**config.mk**
```make
export PLATFORM = sky130hd
export DESIGN_NAME = s_term_pipe_flat
export DESIGN_NICKNAME = d
export VERILOG_FILES = /design/src/rtl/s_term_pipe_if.sv /design/src/rtl/s_term_pipe.sv /design/src/flat_wrapper.sv
export SDC_FILE = /design/constraint.sdc
export NUM_CORES = 1
export LEC_CHECK = 0
export CAP_MARGIN = 25
export CELL_PAD_IN_SITES_DETAIL_PLACEMENT = 1
export CELL_PAD_IN_SITES_GLOBAL_PLACEMENT = 1
export CORE_MARGIN = 2
export CORE_UTILIZATION = 41
export CTS_BUF_LIST = sky130_fd_sc_hd__clkbuf_8
export DETAILED_ROUTE_END_ITERATION = 8
export PLACE_DENSITY_LB_ADDON = 0.3
export SYNTH_ARGS = -nofsm -noshare
export SYNTH_HDL_FRONTEND = slang
export SYNTH_SLANG_ARGS = --single-unit
```
**constraint.sdc**
```tcl
create_clock -name UserCLK -period 2.1 [get_ports UserCLK]
set_input_delay 0.42 -clock UserCLK [delete_from_list [all_inputs] [get_ports UserCLK]]
set_output_delay 0.42 -clock UserCLK [all_outputs]
set_load 0.01 [all_outputs]
```
**src/rtl/s_term_pipe_if.sv**
```systemverilog
// Southbound-end / northbound-begin wire bundle of the bottom-row terminal tile,
// plus the carry-chain injection bit handed to the tile above.
interface s_term_pipe_if #(
    parameter int W1 = 4,
    parameter int W2 = 8,
    parameter int W4 = 16
);
    logic [W1-1:0] S1END;
    logic [W2-1:0] S2MID;
    logic [W2-1:0] S2END;
    logic [W4-1:0] S4END;
    logic [W4-1:0] SS4END;

    logic [W1-1:0] N1BEG;
    logic [W2-1:0] N2BEG;
    logic [W2-1:0] N2BEGb;
    logic [W4-1:0] N4BEG;
    logic [W4-1:0] NN4BEG;
    logic          Co;

    // Fabric side: drives the southbound ends, observes the looped begins.
    modport master (
        output S1END, S2MID, S2END, S4END, SS4END,
        input  N1BEG, N2BEG, N2BEGb, N4BEG, NN4BEG, Co
    );

    // Terminal tile side.
    modport slave (
        input  S1END, S2MID, S2END, S4END, SS4END,
        output N1BEG, N2BEG, N2BEGb, N4BEG, NN4BEG, Co
    );
endinterface

```
**src/rtl/s_term_pipe.sv**
```systemverilog
// South-edge terminal tile: loops southbound wire ends back north with a per-group
// mode (pass / pipelined / zero / freeze) and carry-in, set by a frame-loaded config word.
module s_term_pipe #(
    parameter int MaxFramesPerCol = 20,
    parameter int FrameBitsPerRow = 32,
    parameter int W1              = 4,
    parameter int W2              = 8,
    parameter int W4              = 16,
    parameter int PIPE_DEPTH      = 2,
    parameter int CFG_FRAME       = 0
) (
    input  logic                       UserCLK,
    input  logic                       resetn,
    s_term_pipe_if.slave               wires,
    input  logic [FrameBitsPerRow-1:0] FrameData,
    input  logic [MaxFramesPerCol-1:0] FrameStrobe,
    output logic [MaxFramesPerCol-1:0] FrameStrobe_O,
    output logic                       UserCLKo,
    output logic                       CfgLoaded
);

    typedef enum logic [1:0] {
        MODE_PASS   = 2'd0,
        MODE_PIPE   = 2'd1,
        MODE_ZERO   = 2'd2,
        MODE_FREEZE = 2'd3
    } mode_e;

    localparam int NUM_GRP = 4;
    localparam int TOTAL_W = W1 + 2 * W2 + 2 * W4;

    // Group g occupies bits [grp_off(g) +: grp_w(g)] of the flattened wire bus.
    function automatic int grp_off(input int g);
        case (g)
            0:       return 0;
            1:       return W1;
            2:       return W1 + 2 * W2;
            default: return W1 + 2 * W2 + W4;
        endcase
    endfunction

    function automatic int grp_w(input int g);
        case (g)
            0:       return W1;
            1:       return 2 * W2;
            default: return W4;
        endcase
    endfunction

    logic [8:0]         cfg_reg;
    logic               s1_reg;
    logic               s2_reg;
    logic               s3_reg;
    logic               cfg_loaded_reg;
    logic               load_next;
    logic [TOTAL_W-1:0] in_bus;
    logic [TOTAL_W-1:0] out_bus;
    logic               unused_frame_bits;

    // Clock and frame strobes pass straight through to the tile above.
    assign FrameStrobe_O = FrameStrobe;
    assign UserCLKo      = UserCLK;

    assign in_bus = {wires.SS4END, wires.S4END, wires.S2END, wires.S2MID, wires.S1END};
    assign {wires.NN4BEG, wires.N4BEG, wires.N2BEGb, wires.N2BEG, wires.N1BEG} = out_bus;

    assign wires.Co  = cfg_reg[8];
    assign CfgLoaded = cfg_loaded_reg;

    assign unused_frame_bits = ^FrameData[FrameBitsPerRow-1:9];

    // The strobe is asynchronous to UserCLK: s1/s2 synchronise it, s3 remembers the
    // previous synchronised level so a strobe held high loads only once.
    assign load_next = s2_reg & ~s3_reg;

    always_ff @(posedge UserCLK or negedge resetn) begin
        if (!resetn) begin
            s1_reg         <= 1'b0;
            s2_reg         <= 1'b0;
            s3_reg         <= 1'b0;
            cfg_reg        <= 9'd0;
            cfg_loaded_reg <= 1'b0;
        end else begin
            s1_reg         <= FrameStrobe[CFG_FRAME];
            s2_reg         <= s1_reg;
            s3_reg         <= s2_reg;
            cfg_loaded_reg <= load_next;
            if (load_next) begin
                cfg_reg <= FrameData[8:0];
            end
        end
    end

    genvar gi;
    generate
        for (gi = 0; gi < NUM_GRP; gi++) begin : g_grp
            localparam int OFF = grp_off(gi);
            localparam int WID = grp_w(gi);

            mode_e          mode;
            logic [WID-1:0] grp_in;
            logic [WID-1:0] grp_out;
            logic [WID-1:0] stage_reg [PIPE_DEPTH];

            assign mode   = mode_e'(cfg_reg[2*gi +: 2]);
            assign grp_in = in_bus[OFF +: WID];

            // The shift register runs in every mode except freeze, so switching into
            // pipelined mode shows the current tail immediately without a flush.
            always_ff @(posedge UserCLK or negedge resetn) begin
                if (!resetn) begin
                    for (int s = 0; s < PIPE_DEPTH; s++) begin
                        stage_reg[s] <= '0;
                    end
                end else if (mode != MODE_FREEZE) begin
                    stage_reg[0] <= grp_in;
                    for (int s = 1; s < PIPE_DEPTH; s++) begin
                        stage_reg[s] <= stage_reg[s-1];
                    end
                end
            end

            always_comb begin
                grp_out = '0;
                case (mode)
                    MODE_PASS:   grp_out = grp_in;
                    MODE_PIPE:   grp_out = stage_reg[PIPE_DEPTH-1];
                    MODE_ZERO:   grp_out = '0;
                    MODE_FREEZE: grp_out = stage_reg[PIPE_DEPTH-1];
                    default:     grp_out = '0;
                endcase
            end

            assign out_bus[OFF +: WID] = grp_out;
        end
    endgenerate

endmodule

```
**src/flat_wrapper.sv**
```systemverilog
// flat-port wrapper written by rule: the top's interface ports become plain ports
module s_term_pipe_flat 
#(
    parameter int MaxFramesPerCol = 20,
    parameter int FrameBitsPerRow = 32,
    parameter int W1              = 4,
    parameter int W2              = 8,
    parameter int W4              = 16,
    parameter int PIPE_DEPTH      = 2,
    parameter int CFG_FRAME       = 0
)
  (UserCLK, resetn, FrameData, FrameStrobe, FrameStrobe_O, UserCLKo, CfgLoaded, wires_S1END, wires_S2MID, wires_S2END, wires_S4END, wires_SS4END, wires_N1BEG, wires_N2BEG, wires_N2BEGb, wires_N4BEG, wires_NN4BEG, wires_Co);
  s_term_pipe_if #(.W1(W1), .W2(W2), .W4(W4)) wires_i ();
  input  logic UserCLK;
  input  logic resetn;
  input  logic [FrameBitsPerRow-1:0] FrameData;
  input  logic [MaxFramesPerCol-1:0] FrameStrobe;
  output logic [MaxFramesPerCol-1:0] FrameStrobe_O;
  output logic UserCLKo;
  output logic CfgLoaded;
  input wire logic [$bits(wires_i.S1END)-1:0] wires_S1END;
  input wire logic [$bits(wires_i.S2MID)-1:0] wires_S2MID;
  input wire logic [$bits(wires_i.S2END)-1:0] wires_S2END;
  input wire logic [$bits(wires_i.S4END)-1:0] wires_S4END;
  input wire logic [$bits(wires_i.SS4END)-1:0] wires_SS4END;
  output wire logic [$bits(wires_i.N1BEG)-1:0] wires_N1BEG;
  output wire logic [$bits(wires_i.N2BEG)-1:0] wires_N2BEG;
  output wire logic [$bits(wires_i.N2BEGb)-1:0] wires_N2BEGb;
  output wire logic [$bits(wires_i.N4BEG)-1:0] wires_N4BEG;
  output wire logic [$bits(wires_i.NN4BEG)-1:0] wires_NN4BEG;
  output wire logic [$bits(wires_i.Co)-1:0] wires_Co;
  assign wires_i.S1END = wires_S1END;
  assign wires_i.S2MID = wires_S2MID;
  assign wires_i.S2END = wires_S2END;
  assign wires_i.S4END = wires_S4END;
  assign wires_i.SS4END = wires_SS4END;
  assign wires_N1BEG = wires_i.N1BEG;
  assign wires_N2BEG = wires_i.N2BEG;
  assign wires_N2BEGb = wires_i.N2BEGb;
  assign wires_N4BEG = wires_i.N4BEG;
  assign wires_NN4BEG = wires_i.NN4BEG;
  assign wires_Co = wires_i.Co;
  s_term_pipe #(.MaxFramesPerCol(MaxFramesPerCol), .FrameBitsPerRow(FrameBitsPerRow), .W1(W1), .W2(W2), .W4(W4), .PIPE_DEPTH(PIPE_DEPTH), .CFG_FRAME(CFG_FRAME)) u_core (.UserCLK(UserCLK), .resetn(resetn), .wires(wires_i), .FrameData(FrameData), .FrameStrobe(FrameStrobe), .FrameStrobe_O(FrameStrobe_O), .UserCLKo(UserCLKo), .CfgLoaded(CfgLoaded));
endmodule
```
==> summary.txt <==
Synthesis
  – Post-synth cell types: 14
  – Ys Warns: 0
  – Post-synth top area cell: dfrtp_1
  – Synth top area share: 54.39%
  – Top post-synthesis cells by area: dfrtp_1 54%, mux2_4 25%, a22o_1 8.5%, buf_4 3.8%, mux2_1 3.8%
  – Sequential share of the synthesized area: between 50% and 60%
  – Syn Nets: around 440
  – Seq cells post-synth: roughly 120
  – Mapped Cells: around 330
  – Avg Inst Size Synth: approximately 16 um2
  – Mapped Area: between 5000 and 6000 um2

Finish
  – NumNets Final: approximately 560
  – Seq. cell area: 2929 um2
  – Final non-filler cell area: between 7000 and 8000 um2
  – Area of the multi-input gates: approximately 2200 um2
  – Share of cells above drive strength 1: a little under half
  – Fillers: 1288
  – Fin util: a little under three fifths
  – Post-route insts no fill: roughly 640
  – Ant diodes: 0
  – Max reg flops: 104
  – Area overhead of the layout relative to synthesis: 30.94%

Global routing
  – Initial antenna violation count: 0
  – Congestion Overflow GR: 0
  – First-pass GRT wire length: around 19 mm
  – Largest net degree at the start of global routing: 64
  – Vias in the first global route: approximately 3700
  – GRT Resource Usage Total: around 18%

Floorplanning
  – Die width: approximately 120 um
  – Initial Util: a little over two fifths
  – Die area: ~14000 um2
  – Die Y: approximately 120 um
  – Core Region: 12720 um2
  – Num rows: approximately 40
  – Top-Level Pins: between 150 and 200

Power
  – Leak pwr: between 3 and 4 nW
  – P per Cell Area: 1043 nW/um2
  – Max IR drop VDD: 546.6 uV

Timing
  – Final Hold Vio Count: 0
  – Final Setup Violations: 0
  – Fmax: roughly 480 MHz
  – Slew @ Worst Pin: around 0.6 ns
  – Final setup skew: ~0.0074 ns
  – Fin crit share: 99.44%
  – Final Slew Violations: 0
  – Min Clock Period, post-route: around 2.1 ns
  – Worst rel slew slack: roughly three fifths
  – Setup repair after global routing missed its margin: true

Clock tree
  – CTS clk-pin slew, worst paths: 0.06 ns
  – CTS tree: built
  – Worst-skew pair later-pin latency: 0.54 ns

Worst hold path
  – Hold WC Path Type: input pin to asynchronous set/reset pin

Critical path
  – R2r worst-path depth: 4
  – Startpoint Class: flop
  – Arr. time, crit path: about 1.7 ns
  – RR Startpoint: u_core.cfg_reg[4]
  – Critical path type: flop to primary output
  – Crit. End Element: primary output
  – CP required: 1.68 ns
  – R2R Setup Slk: approximately 0.44 ns
  – Worst Path Max Fanout: 6
  – Worst r2r dst: u_core.g_grp[2].stage_reg[15]

Drt
  – Vias per std cell: around 5
  – DRT Wirelength: between 10 and 15 mm
  – Drt drc: 0
  – Final ANT Viol Nets: 0
  – DR vias: roughly 3200
  – Drt wl/cell: 18.45 um
  – DR pass1 iterations: 4
  – Initial DRC count: 95

Place
  – Post-DP HPWL: approximately 7.5 mm
  – Placed inst area: ~6600 um2
  – Routability cong.: between 0.7 and 0.8
  – Placed cells: roughly 600
  – Port Buf Inserts: about 120

Status
  – Status: completed

Job
  – Number of max-cap violations: 0
[cells by family (layout without fill, tap and decap cells)]
kind of cell,Yosys count,after routing,share of synthesized area [%]
compound gates,52,52,8.461
buf+inv,41,180,6.044
flops,117,117,54.39
mux,113,113,29.92
simple gates,9,9,1.185
[metrics by stage]
step / setup WS (ns) / setup TNS, ns / hold slack, ns / total power, mW
3_3_place_gp: 0.04431 / 0 / 0.2889 / 5.015
4_1_cts: -0.1098 / -0.9709 / 0.2459 / 7.453
3_5_place_dp: 0.05212 / 0 / 0.2956 / 5.079
2_1_floorplan: 0.5109 / 0 / 0.1244 / 4.232
5_1_grt: -0.07410 / -0.5224 / 0.2631 / 7.721
6_report: 0.01185 / 0 / 0.2855 / 7.351
[synthesized netlist by cell type, drive strengths merged]
cell and n:
mux2 113, nor2b 1, nor2 4, a22o 52, buf 38, dfrtp 117
nand2 4, clkbuf 3
[layout make-up]
class                      instances  area share [%]
clock buffer                      25           4.811
clock inverter                    11           2.184
multi-input combinational        174           30.59
sequential                       117           41.56
tap                              172           3.053
timing repair buffer             144           17.81
[how the worst max path moves through the flow]
stage | from | cells past startpoint | to | slack [ns]
floorplan | UserCLK | 1 | UserCLKo | 0.51
global placement | wires_SS4END[14] | 3 | wires_NN4BEG[14] | 0.04
detailed placement | wires_S2END[3] | 3 | wires_N2BEGb[3] | 0.05
CTS | u_core.cfg_reg[6] | 7 | wires_NN4BEG[4] | -0.11
global route | u_core.cfg_reg[7] | 5 | wires_NN4BEG[4] | -0.07
finish | u_core.cfg_reg[4] | 5 | wires_N4BEG[6] | 0.01
[timing repair]
action / in CTS / in global routing
hold buffers: 1 / 0
pin swaps: 18 / 15
gates cloned: 0 / 1
setup endpoints to repair: 53 / 48
endpoints found under the hold margin: 12 / 0
buffers inserted: 14 / 3
gates resized for setup: 160 / 47
[routing by layer]
layer | track usage, % | up-vias | part of all wire [%]
li1 | - | 1447 | -
met1 | 22.42 | 1657 | 45
met2 | 26.76 | 103 | 47
met3 | 6.660 | 23 | 5.8
met4 | 9.226 | 0 | 2.1
met5 | 0 | - | 0
[power by group]
group,switching (mW),total [mW],internal (mW)
registers,0.263,2.93,2.67
logic,0.763,1.95,1.18
clock network,0.932,2.47,1.54
[critical path, cell delays in order, from the launching register on]
cell     delay, ns
dfrtp_1       0.41
nor2_4        0.19
buf_12        0.14
buf_8         0.10
a22o_1        0.14
buf_2         0.14
[placed cells by master (no fill, tap or decap), drive strengths merged]
cell type	count
nor2b	1
inv	1
dfrtp	117
clkdlybuf4s15	1
mux2	113
nand2	4
nor2	4
a22o	52
clkdlybuf4s50	65
clkinv	6
dlygate4sd3	1
bufinv	4
clkbuf	40
dlygate4sd2	5
buf	57
(Power assumes the default switching activity.)
